## src/rtl/alu_pkg.sv

```systemverilog
// Shared definitions for the board-level ALU: default widths, opcodes and button bit indices.
package alu_pkg;

    localparam int NB_IN_DEF  = 8;
    localparam int NB_OUT_DEF = 8;
    localparam int NB_OP_DEF  = 6;
    localparam int NB_BTN     = 3;

    localparam int BTN_A  = 0;
    localparam int BTN_B  = 1;
    localparam int BTN_OP = 2;

    localparam logic [NB_OP_DEF-1:0] OP_ADD = 6'b100000;
    localparam logic [NB_OP_DEF-1:0] OP_SUB = 6'b100010;
    localparam logic [NB_OP_DEF-1:0] OP_AND = 6'b100100;
    localparam logic [NB_OP_DEF-1:0] OP_OR  = 6'b100101;
    localparam logic [NB_OP_DEF-1:0] OP_XOR = 6'b100110;
    localparam logic [NB_OP_DEF-1:0] OP_NOR = 6'b100111;
    localparam logic [NB_OP_DEF-1:0] OP_SRA = 6'b000011;
    localparam logic [NB_OP_DEF-1:0] OP_SRL = 6'b000010;

    // Only ADD and SUB can raise the signed-overflow flag.
    function automatic logic is_arith_op(input logic [NB_OP_DEF-1:0] op);
        return (op == OP_ADD) || (op == OP_SUB);
    endfunction

endpackage

```

## src/rtl/alu_core.sv

```systemverilog
// Combinational MIPS-style ALU: (a, b, op) -> (result, signed overflow, zero).
module alu_core
    import alu_pkg::*;
#(
    parameter int NB_IN = NB_IN_DEF,
    parameter int NB_OP = NB_OP_DEF
) (
    input  logic [NB_IN-1:0] a,
    input  logic [NB_IN-1:0] b,
    input  logic [NB_OP-1:0] op,
    output logic [NB_IN-1:0] result,
    output logic             carry,
    output logic             zero
);

    localparam int MSB = NB_IN - 1;
    localparam int SHW = $clog2(NB_IN);
    localparam logic [NB_IN-1:0] SHIFT_LIMIT = NB_IN[NB_IN-1:0];

    logic [NB_IN-1:0] sum;
    logic [NB_IN-1:0] diff;
    logic [SHW-1:0]   shamt;
    logic             over_shift;
    logic [NB_IN-1:0] sra_val;
    logic [NB_IN-1:0] srl_val;
    logic             add_ovf;
    logic             sub_ovf;

    assign sum  = a + b;
    assign diff = a - b;

    // Overflow is judged from sign bits only; the unsigned carry/borrow is deliberately dropped.
    assign add_ovf = (a[MSB] == b[MSB]) && (sum[MSB]  != a[MSB]);
    assign sub_ovf = (a[MSB] != b[MSB]) && (diff[MSB] != a[MSB]);

    // Shift distances of NB_IN or more saturate to full sign fill / zero.
    assign shamt      = b[SHW-1:0];
    assign over_shift = (b >= SHIFT_LIMIT);
    assign sra_val    = $signed(a) >>> shamt;
    assign srl_val    = a >> shamt;

    always_comb begin
        result = '0;
        carry  = 1'b0;
        case (op)
            OP_ADD: begin
                result = sum;
                carry  = add_ovf;
            end
            OP_SUB: begin
                result = diff;
                carry  = sub_ovf;
            end
            OP_AND: result = a & b;
            OP_OR:  result = a | b;
            OP_XOR: result = a ^ b;
            OP_NOR: result = ~(a | b);
            OP_SRA: result = over_shift ? {NB_IN{a[MSB]}} : sra_val;
            OP_SRL: result = over_shift ? '0 : srl_val;
            default: begin
                result = '0;
                carry  = 1'b0;
            end
        endcase
    end

    assign zero = (result == '0);

endmodule

```

## src/rtl/alu_top.sv

```systemverilog
// Board wrapper: switch-bus operand/opcode registers loaded by buttons, ALU core, LED outputs.
// Define ALU_OUT_REG_EN to register the LED outputs (2-cycle button-to-LED latency).
module alu_top
    import alu_pkg::*;
#(
    parameter int NB_IN  = NB_IN_DEF,
    parameter int NB_OUT = NB_OUT_DEF,
    parameter int NB_OP  = NB_OP_DEF
) (
    input  logic              clk,
    input  logic              rst_n,
    input  logic [NB_BTN-1:0] i_btn,
    input  logic [NB_IN-1:0]  i_sw_data,
    output logic [NB_OUT-1:0] o_leds_result,
    output logic              o_carry,
    output logic              o_zero
);

    logic [NB_IN-1:0] data_a;
    logic [NB_IN-1:0] data_b;
    logic [NB_OP-1:0] op;

    logic [NB_IN-1:0] core_result;
    logic             core_carry;
    logic             core_zero;

    // Level-sensitive loads; buttons are independent and may share one switch word.
    always_ff @(posedge clk or negedge rst_n) begin
        if (!rst_n) begin
            data_a <= '0;
            data_b <= '0;
            op     <= '0;
        end else begin
            if (i_btn[BTN_A]) begin
                data_a <= i_sw_data;
            end
            if (i_btn[BTN_B]) begin
                data_b <= i_sw_data;
            end
            if (i_btn[BTN_OP]) begin
                op <= i_sw_data[NB_OP-1:0];
            end
        end
    end

    generate
        if (NB_OP < NB_IN) begin : g_sw_upper
            logic unused_sw_upper;
            assign unused_sw_upper = ^i_sw_data[NB_IN-1:NB_OP];
        end
    endgenerate

    alu_core #(
        .NB_IN (NB_IN),
        .NB_OP (NB_OP)
    ) u_alu_core (
        .a      (data_a),
        .b      (data_b),
        .op     (op),
        .result (core_result),
        .carry  (core_carry),
        .zero   (core_zero)
    );

`ifdef ALU_OUT_REG_EN
    // Output registers reset to the same values the combinational path shows for all-zero inputs.
    always_ff @(posedge clk or negedge rst_n) begin
        if (!rst_n) begin
            o_leds_result <= '0;
            o_carry       <= 1'b0;
            o_zero        <= 1'b1;
        end else begin
            o_leds_result <= core_result;
            o_carry       <= core_carry;
            o_zero        <= core_zero;
        end
    end
`else
    assign o_leds_result = core_result;
    assign o_carry       = core_carry;
    assign o_zero        = core_zero;
`endif

endmodule

```

## config.mk

```make
export PLATFORM = sky130hd
export DESIGN_NAME = alu_top
export DESIGN_NICKNAME = d
export VERILOG_FILES = /design/src/rtl/alu_pkg.sv /design/src/rtl/alu_core.sv /design/src/rtl/alu_top.sv
export SDC_FILE = /design/constraint.sdc
export NUM_CORES = 1
export LEC_CHECK = 0
export BUFFER_PORTS_ARGS = -buffer_cell sky130_fd_sc_hd__buf_2
export CAP_MARGIN = 25
export CORE_MARGIN = 2
export CORE_UTILIZATION = 60
export DETAILED_ROUTE_END_ITERATION = 7
export PLACE_DENSITY = 0.81
export SLEW_MARGIN = 20
export SYNTH_ARGS = -nofsm -noshare
export SYNTH_HDL_FRONTEND = slang
export SYNTH_SLANG_ARGS = --single-unit
export TNS_END_PERCENT = 5
```

## constraint.sdc

```tcl
create_clock -name clk -period 4.8 [get_ports clk]
set_clock_uncertainty 0.2 [all_clocks]
set_input_delay 0.96 -clock clk [delete_from_list [all_inputs] [get_ports clk]]
set_output_delay 0.96 -clock clk [all_outputs]
set_load 0.005 [all_outputs]
```

==> results.yml, run 1 <==
outcome:
  outcome: "completed"
critical_path:
  setup.worst_path.end_class: "primary output"
  crit_buf_inv: 2
  crit_family: "simple AND/OR/NAND/NOR gates"
  rrSetupSlack_ps: 3360
  arrival_ps: 3350
  worstRegToRegCells: 2
  cp.required_ps: 3640
  critPathMaxStageDelay_ps: 570
  reg2reg_from: "data_a[7]"
  cp_cell_sequence: "ha_1 -> inv_1 -> fa_1 -> nor3b_1 -> o31ai_1 -> a311oi_1 -> o311ai_0 -> nand3_2 -> or3_1 -> nor4_2 -> buf_2"
  path_depth: 11
  critPathLaunchType: "flop"
  r2r_end: "data_a[7]"
  crit_path_top_delay_cell: "dfrtp_1"
  crit_path_max_fanout: 11
  crit_type: "flop to primary output"
yosys:
  syn-cell-area_um2: 2377
  synth_warnings: 0
  synthDistinctLibCells: 61
  ys_top_cells_by_area: "dfrtp_1, ha_1, o21ai_0"
  ys_seq_elements: 22
  yosys.area.top_type: "dfrtp_1"
  postSynthAreaPerCell_um2: 8.283
  synthesis.nets: 325
  async_flop_share_pct: 100.0
  synth_enable_flop_cells: 0
  syn_inst: 287
  ys.flop_type: "dfrtp_1"
  synth_top_cell_area_share_pct: 23.16
  seq_area_frac_synth_pct: 23.16
global_route:
  grt_max_degree: 23
  grt_use_total_pct: 29.15
  antenna_found_initial: 0
  grt.overflow.total: 0
  first_global_vias: 2030
  grt_first_pass_wirelength_um: 9894
routing:
  wirelength_um: 6164
  antenna_left: 0
  drtIter0Drc: 333
  via_per_inst: 6.476
  drt-wirelength-per-cell_um: 17.76
  route.detailed.drc: 0
  vias: 2247
  firstDrtPassIters: 5
timing:
  slew-limit-headroom_pct: 59.32
  layout_setup_ws_ps: 294.3
  fmax_mhz: 221.9
  final_max_slew_viol_count: 0
  period_needed_ps: 4506
  timing_worst_slew_pin_value_ps: 610.2
  rsz0062_at_grt: "false"
  setup_viol: 0
  fin_crit_sh_pct: 93.87
  tns_ps: 0
  hold_viol_final: 0
die:
  die_w_um: 66.95
  core_um2: 3744
  start_util_pct: 63.50
  ioPinCount: 23
  die_h_um: 66.95
  num_rows: 22
  die_area_um2: 4482
clocking:
  cts_resized: 0
  post-cts-setup-buffers: 0
  path_clk_slew_ps: 80
  cts_tree: "built"
  cts.path.max_buffers: 2
  cts_max_level: 1
  hold_buffers: 0
  cts_made_buffers: 3
  clockRootBuffer: "clkbuf_8"
  cts.sinks: 22
  clkLatencyLatePin_ps: 260
hold_path:
  worstHoldPathCells: 1
  hold_class: "flop to flop"
  hold_start: "op[4]"
  holdPathEnd: "op[4]"
layout:
  fin_area_um2: 2546
  fillers: 339
  final_net_count: 338
  layout-drive-gt1-share_pct: 15.72
  antenna-diode-count: 0
  syn_to_final_growth_pct: 7.105
  fin_util_pct: 68.01
pwr:
  peakVddDrop_mv: 0.1572
  finalPower_mw: 0.6518
  powerDensity_nw_per_um2: 256.0
  leakage_nw: 1.159
placed_design:
  portBuffers: 22
  pre_cts_slack_ps: 610.4
  routabilityCongestion: 0.9441
  place_area_um2: 2491
  place_hpwl_um: 4763
run:
  maxCapViolations: 0
routing by layer:
| layer | share of wire, % | track usage (%) | vias up |
|---|---|---|---|
| met1 | 47 | 42.03 | 1065 |
| li1 | - | - | 1066 |
| met3 | 7.3 | 4.223 | 11 |
| met4 | 1.4 | 7.143 | 0 |
| met5 | 0 | 0 | - |
| met2 | 44 | 45.63 | 105 |
cell usage after synthesis, types with 2 or more instances:
cell type / number
o22ai_1: 2
a221oi_1: 3
nand2_1: 26
a311oi_1: 3
and3_1: 2
dfrtp_1: 22
ha_1: 23
mux2_2: 7
or3_1: 3
o21ai_0: 23
or4b_1: 2
nor3b_1: 2
a31o_1: 2
nor2_1: 17
clkbuf_1: 9
nand3_1: 2
nor3_1: 7
a211oi_1: 11
buf_2: 6
clkinv_1: 2
o211a_1: 2
o21bai_1: 2
a21oi_1: 10
xnor2_1: 10
nor4_1: 2
o31ai_1: 3
or2_2: 2
xor2_1: 6
a31oi_1: 5
or3_4: 3
nor2b_1: 5
a21o_1: 2
mux2i_1: 9
fa_1: 2
nand4_1: 2
a221o_1: 2
inv_1: 21
a22oi_1: 2
worst reg2reg max path: stages, from the launching register on:
cell and delay [ps]:
dfrtp_1 580, clkinv_1 330, o21ai_0 260
worst max-delay path by stage:
| stage | startpoint | end | slack [ps] |
|---|---|---|---|
| floorplan | data_b[1] | o_zero | 650 |
| global placement | data_b[0] | o_zero | 700 |
| detailed placement | data_b[0] | o_zero | 610 |
| CTS | data_b[0] | o_zero | 330 |
| global route | data_b[0] | o_zero | 70 |
| finish | data_b[0] | o_zero | 290 |
through the flow:
stage                     std cells  hold WS (ps)
after floorplan                 287         297.0
after global routing            347         362.6
after CTS                       347         339.7
final                           347         340.3
after detailed placement        343         320.5
after global placement          343         314.4
state kept, by name, indices dropped and copies added, names as in the netlist:
register	count
data_b	8
op	6
data_a	8
cell type report:
| class | instances | area [um^2] | share of cell area [%] |
|---|---|---|---|
| clock buffers | 4 | 55.05 | 2.162 |
| repair buffers | 25 | 132.6 | 5.209 |
| multi-input cells | 224 | 1658 | 65.11 |
| flip-flops and latches | 22 | 550.5 | 21.62 |
| inverters | 24 | 90.09 | 3.538 |
| well taps | 48 | 60.06 | 2.359 |
placed cells by master, fill, tap and decap left out, drive strengths merged, types with 9 or more instances in the layout:
cell and n:
nand2 26, buf 25, o21ai 24, ha 23, dfrtp 22, inv 22
nor2 18, a211oi 11, a21oi 10, xnor2 10, mux2i 9
cell families after synthesis:
logic type,count (synthesis),share of synthesized area [%]
buffers and inverters,41,7.105
XOR/XNOR,16,5.895
AO/OA/AOI/OAI,85,24.53
multiplexers,16,7.106
AND/OR/NAND/NOR,82,18.42
adder cells (fa/ha/maj),25,13.79
flip-flops,22,23.16
power breakdown:
part	total (mW)	internal, mW	switching, mW
registers	0.236	0.202	0.0340
logic	0.281	0.122	0.159
clock network	0.135	0.0732	0.0620
total	0.652	0.397	0.255
No activity file was read; power rests on OpenSTA's default activity.
==> run 2: changes to the inputs <==
--- a/config.mk
+++ b/config.mk
@@ -9,6 +9,7 @@
 export CAP_MARGIN = 25
 export CORE_MARGIN = 2
 export CORE_UTILIZATION = 60
+export CTS_CLUSTER_DIAMETER = 40
 export DETAILED_ROUTE_END_ITERATION = 7
 export PLACE_DENSITY = 0.81
 export SLEW_MARGIN = 20
==> constraint.sdc (replaced) <==
create_clock -name clk -period 4.8 [get_ports clk]
set_clock_uncertainty 0.2 [all_clocks]
set_input_delay 0.96 -clock clk [delete_from_list [all_inputs] [get_ports clk]]
set_output_delay 0.96 -clock clk [all_outputs]
set_load 0.05 [all_outputs]
==> run 2 against run 1 <==
First-iteration DRC count is 9.3% lower. Routed wire length rose by 4.5%. Design area up 0.74%. Global-route usage rose by 3.2 points. Critical path depth unchanged. Non-clock buffer count is the same. Combinational power up 13%. Die area unchanged. Flip-flop and latch count unchanged. Critical path type unchanged. Critical endpoint unchanged.
==> results.yml, run 2 (synthesis results as in run 1) <==
pwr:
  powerDensity_nw_per_um2: 284.5
  leakage_nw: 1.167
  finalPower_mw: 0.7297
  swShare_pct: 40.15
  seqPwrFrac_pct: 31.9
  power_frac_clock_pct: 24.5
  pwr-share-comb_pct: 43.6
  intPower_mw: 0.4367
  p_sw_mw: 0.2930
  peakVddDrop_mv: 0.1636
timing:
  rsz0062_at_grt: "false"
  hold_viol_final: 0
  tns_ps: 0
  final_max_slew_viol_count: 0
  setup_viol: 0
  timing_worst_slew_pin_value_ps: 557.6
  fmax_mhz: 215.9
  slew-limit-headroom_pct: 62.83
  fin_crit_sh_pct: 96.49
  period_needed_ps: 4631
routing:
  route.detailed.drc: 0
  drt-wirelength-per-cell_um: 18.56
  via_per_inst: 6.473
  wirelength_um: 6440
  firstDrtPassIters: 5
  antenna_left: 0
  drtIter0Drc: 302
  vias: 2246
clocking:
  cts.sinks: 22
  path_clk_slew_ps: 90
  cts_resized: 0
  post-cts-setup-buffers: 0
  clockRootBuffer: "clkbuf_8"
  cts_tree: "built"
  clkLatencyLatePin_ps: 270
  cts.path.max_buffers: 2
  hold_buffers: 0
  cts_made_buffers: 3
  cts_max_level: 1
placed_design:
  routabilityCongestion: 0.9397
  portBuffers: 22
  place_hpwl_um: 4829
global_route:
  first_global_vias: 2062
  grt_first_pass_wirelength_um: 10670
  grt.overflow.total: 0
  grt_use_total_pct: 32.35
  antenna_found_initial: 0
  grt_max_degree: 36
die:
  start_util_pct: 63.50
  num_rows: 22
  die_w_um: 66.95
  core_um2: 3744
  die_h_um: 66.95
  die_area_um2: 4482
  ioPinCount: 23
layout:
  final_net_count: 338
  layout-drive-gt1-share_pct: 16.05
  syn_to_final_growth_pct: 7.895
  top_regs: "data_a (8), data_b (8), op (6)"
  most-common-layout-cells: "nand2_1, ha_1, o21ai_0, dfrtp_1, buf_2"
  final_common_cell: "nand2_1"
  antenna-diode-count: 0
run:
  maxCapViolations: 0
critical_path:
  crit_path_max_fanout: 11
  worstRegToRegCells: 2
  cp.required_ps: 3640
  arrival_ps: 3470
  critPathLaunchType: "flop"
  rrSetupSlack_ps: 3340
  reg2reg_from: "data_a[7]"
  r2r_end: "data_a[7]"
  crit_type: "flop to primary output"
  setup.worst_path.end_class: "primary output"
outcome:
  outcome: "completed"
hold_path:
  hold_class: "flop to flop"
  hold_start: "op[4]"
  holdPathEnd: "op[4]"
  worstHoldPathCells: 1
[run 2: per-stage QoR]
step	hold WS (ps)	area, um^2	worst slack (ps)	std cells	utilization (%)
floorplan	297.0	2382	1.131	287	-
global route	352.0	2565	48.60	347	68.52
global placement	314.6	2492	631.6	343	66.58
finish	337.1	2565	168.6	347	68.52
detailed placement	319.0	2492	557.1	343	66.58
CTS	339.4	2564	234.3	347	68.48
[run 2: cell type report]
type	count	area [um^2]
Tap cell	48	60.06
Clock buffer	3	41.29
Clock inverter	1	30.03
Timing Repair Buffer	25	132.6
Inverter	24	90.09
Multi-Input combinational cell	224	1660
Fill cell	310	1179
Sequential cell	22	550.5
[run 2: how the worst max path moves through the flow]
stage	start	endpoint	slack, ps	depth (start not counted)
CTS	data_b[0]	o_zero	230	11
floorplan	data_b[1]	o_zero	1	11
finish	data_b[0]	o_zero	170	11
global route	data_b[0]	o_zero	50	11
global placement	data_b[0]	o_zero	630	11
detailed placement	data_b[0]	o_zero	560	11
[run 2: worst max-delay path: stages (launching register included)]
cell and delay (ps):
dfrtp_1 580, ha_1 250, inv_1 60, fa_1 420, nor3b_1 180, nor4_1 270, a21oi_1 90, xnor2_1 130
a221o_2 390, or3_1 380, nor4_2 140, buf_2 300
[run 2: layer usage]
layer / wire [um] / share of wire [%] / global-route usage [%]
met1: 2739 / 43 / 47.72
met2: 2958 / 46 / 49.13
met3: 603 / 9.4 / 3.378
met4: 138 / 2.1 / 10.71
met5: 0 / 0 / 0
[run 2: power by group through the flow]
| stage | Clock [mW] | Combinational, mW | Sequential [mW] |
|---|---|---|---|
| final | 0.179 | 0.318 | 0.233 |
| after global routing | 0.186 | 0.349 | 0.235 |
| after CTS | 0.180 | 0.313 | 0.231 |
| after detailed placement | 0 | 0.310 | 0.235 |
| after global placement | 0 | 0.305 | 0.234 |
| after floorplan | 0 | 0.253 | 0.221 |
==> run 3: changes to the inputs <==
--- a/config.mk
+++ b/config.mk
@@ -11,7 +11,7 @@
 export CORE_UTILIZATION = 60
 export CTS_CLUSTER_DIAMETER = 40
 export DETAILED_ROUTE_END_ITERATION = 7
-export PLACE_DENSITY = 0.81
+export PLACE_DENSITY = 0.88
 export SLEW_MARGIN = 20
 export SYNTH_ARGS = -nofsm -noshare
 export SYNTH_HDL_FRONTEND = slang
==> run 3 against run 2 <==
Routed wire length fell by 2.6%. Critical endpoint unchanged. Global-route usage fell by 1.4 points. Clock power down 25%.
==> results.yml, run 3 (synthesis results as in run 1) <==
layout:
  final_common_cell: "nand2_1"
  most-common-layout-cells: "nand2_1, ha_1, o21ai_0"
  top_regs: "data_a (8), data_b (8), op (6)"
  layout-drive-gt1-share_pct: 16.44
  final_net_count: 337
  fillers: 333
  antenna-diode-count: 0
  syn_to_final_growth_pct: 7.105
routing:
  drtIter0Drc: 284
  wirelength_um: 6274
  route.detailed.drc: 0
  vias: 2268
  antenna_left: 0
  drt-wirelength-per-cell_um: 18.13
  firstDrtPassIters: 5
  via_per_inst: 6.555
placed_design:
  portBuffers: 22
  place_hpwl_um: 4722
  routabilityCongestion: 0.9628
clocking:
  cts.sinks: 22
  path_clk_slew_ps: 80
  clkLatencyLatePin_ps: 270
  clockRootBuffer: "clkbuf_8"
  cts.path.max_buffers: 2
  hold_buffers: 0
  cts_made_buffers: 3
  cts_max_level: 1
  cts_tree: "built"
pwr:
  swShare_pct: 41.82
  pwr-share-comb_pct: 45.6
  powerDensity_nw_per_um2: 269.2
  seqPwrFrac_pct: 34.7
  power_frac_clock_pct: 19.7
  peakVddDrop_mv: 0.1760
  finalPower_mw: 0.6854
  p_sw_mw: 0.2866
  intPower_mw: 0.3987
  leakage_nw: 1.154
timing:
  final_max_slew_viol_count: 0
  setup_viol: 0
  fmax_mhz: 224.2
  slew-limit-headroom_pct: 44.78
  timing_worst_slew_pin_value_ps: 828.3
  fin_crit_sh_pct: 92.94
  hold_viol_final: 0
  rsz0062_at_grt: "false"
  period_needed_ps: 4461
  tns_ps: 0
global_route:
  grt_use_total_pct: 30.99
  antenna_found_initial: 0
  grt_max_degree: 37
  grt_first_pass_wirelength_um: 10380
  grt.overflow.total: 0
  first_global_vias: 2055
die:
  core_um2: 3744
  die_h_um: 66.95
  die_area_um2: 4482
  start_util_pct: 63.50
  ioPinCount: 23
  die_w_um: 66.95
  num_rows: 22
critical_path:
  setup.worst_path.end_class: "primary output"
  arrival_ps: 3300
  critPathLaunchType: "flop"
  cp.required_ps: 3640
  crit_path_max_fanout: 8
  crit_type: "flop to primary output"
hold_path:
  hold_class: "flop to flop"
run:
  maxCapViolations: 0
outcome:
  outcome: "completed"
run 3: changes by cell type in the layout (fill, tap and decap cells not counted):
cell	change
dfrtp_1	-2
dfrtp_2	+2
buf_2	-1
buf_4	-1
bufinv_16	-1
clkbuf_4	+1
clkbuf_8	+1
run 3: power by group through the flow:
stage | Combinational [mW] | Clock (mW) | Sequential (mW)
4_1_cts | 0.306 | 0.139 | 0.235
3_5_place_dp | 0.303 | 0 | 0.239
2_1_floorplan | 0.253 | 0 | 0.221
3_3_place_gp | 0.298 | 0 | 0.238
6_report | 0.312 | 0.135 | 0.238
5_1_grt | 0.343 | 0.149 | 0.240
run 3: metrics by stage:
step | util [%] | hold WS (ps) | cell area [um^2] | setup slack, ps | instances
6_report | 68.01 | 349.5 | 2546 | 338.9 | 346
5_1_grt | 68.01 | 389.4 | 2546 | 15.26 | 346
4_1_cts | 67.85 | 347.0 | 2540 | 256.3 | 346
3_5_place_dp | 66.38 | 327.3 | 2485 | 554.7 | 342
3_3_place_gp | 66.38 | 315.8 | 2485 | 595.8 | 342
2_1_floorplan | - | 297.0 | 2382 | 1.131 | 287
run 3: critical path, stage by stage (launching register included):
cell and delay, ps:
dfrtp_1 460, inv_1 110, ha_1 410, a21o_1 230
a31o_1 210, a2111oi_1 480, or4b_1 200, nand3_2 80
or3_1 390, nor4_2 170, clkbuf_4 280
run 3: worst paths after layout:
check,from,end,slack [ps],depth (start not counted)
setup / recovery,data_a[3],o_zero,340,10
hold / removal,op[3],op[3],350,1
setup reg to reg,op[0],op[0],3370,1
hold reg to reg,op[3],op[3],350,1
max in group asynchronous,rst_n,data_b[2],3580,1
min in group asynchronous,rst_n,data_a[4],450,1
run 3: final cells by class:
class	instances	area [um^2]	share of cell area (%)
multi-input cells	224	1660	65.21
flip-flops and latches	22	553.0	21.72
repair buffers	24	127.6	5.012
inverters	24	90.09	3.538
well taps	48	60.06	2.359
clock buffers	4	55.05	2.162
run 3: metal layers:
layer | vias to the layer above | share of wire (%) | GRT usage, %
li1 | 1065 | - | -
met1 | 1078 | 44 | 44.13
met2 | 116 | 47 | 48.38
met3 | 9 | 7.4 | 5.068
met4 | 0 | 1.4 | 8.673
met5 | - | 0 | 0
run 3: what timing repair did:
item                                    in CTS  in global routing
setup buffers                                0                  0
resized for setup                            0                  4
endpoints found under the setup margin       0                  1
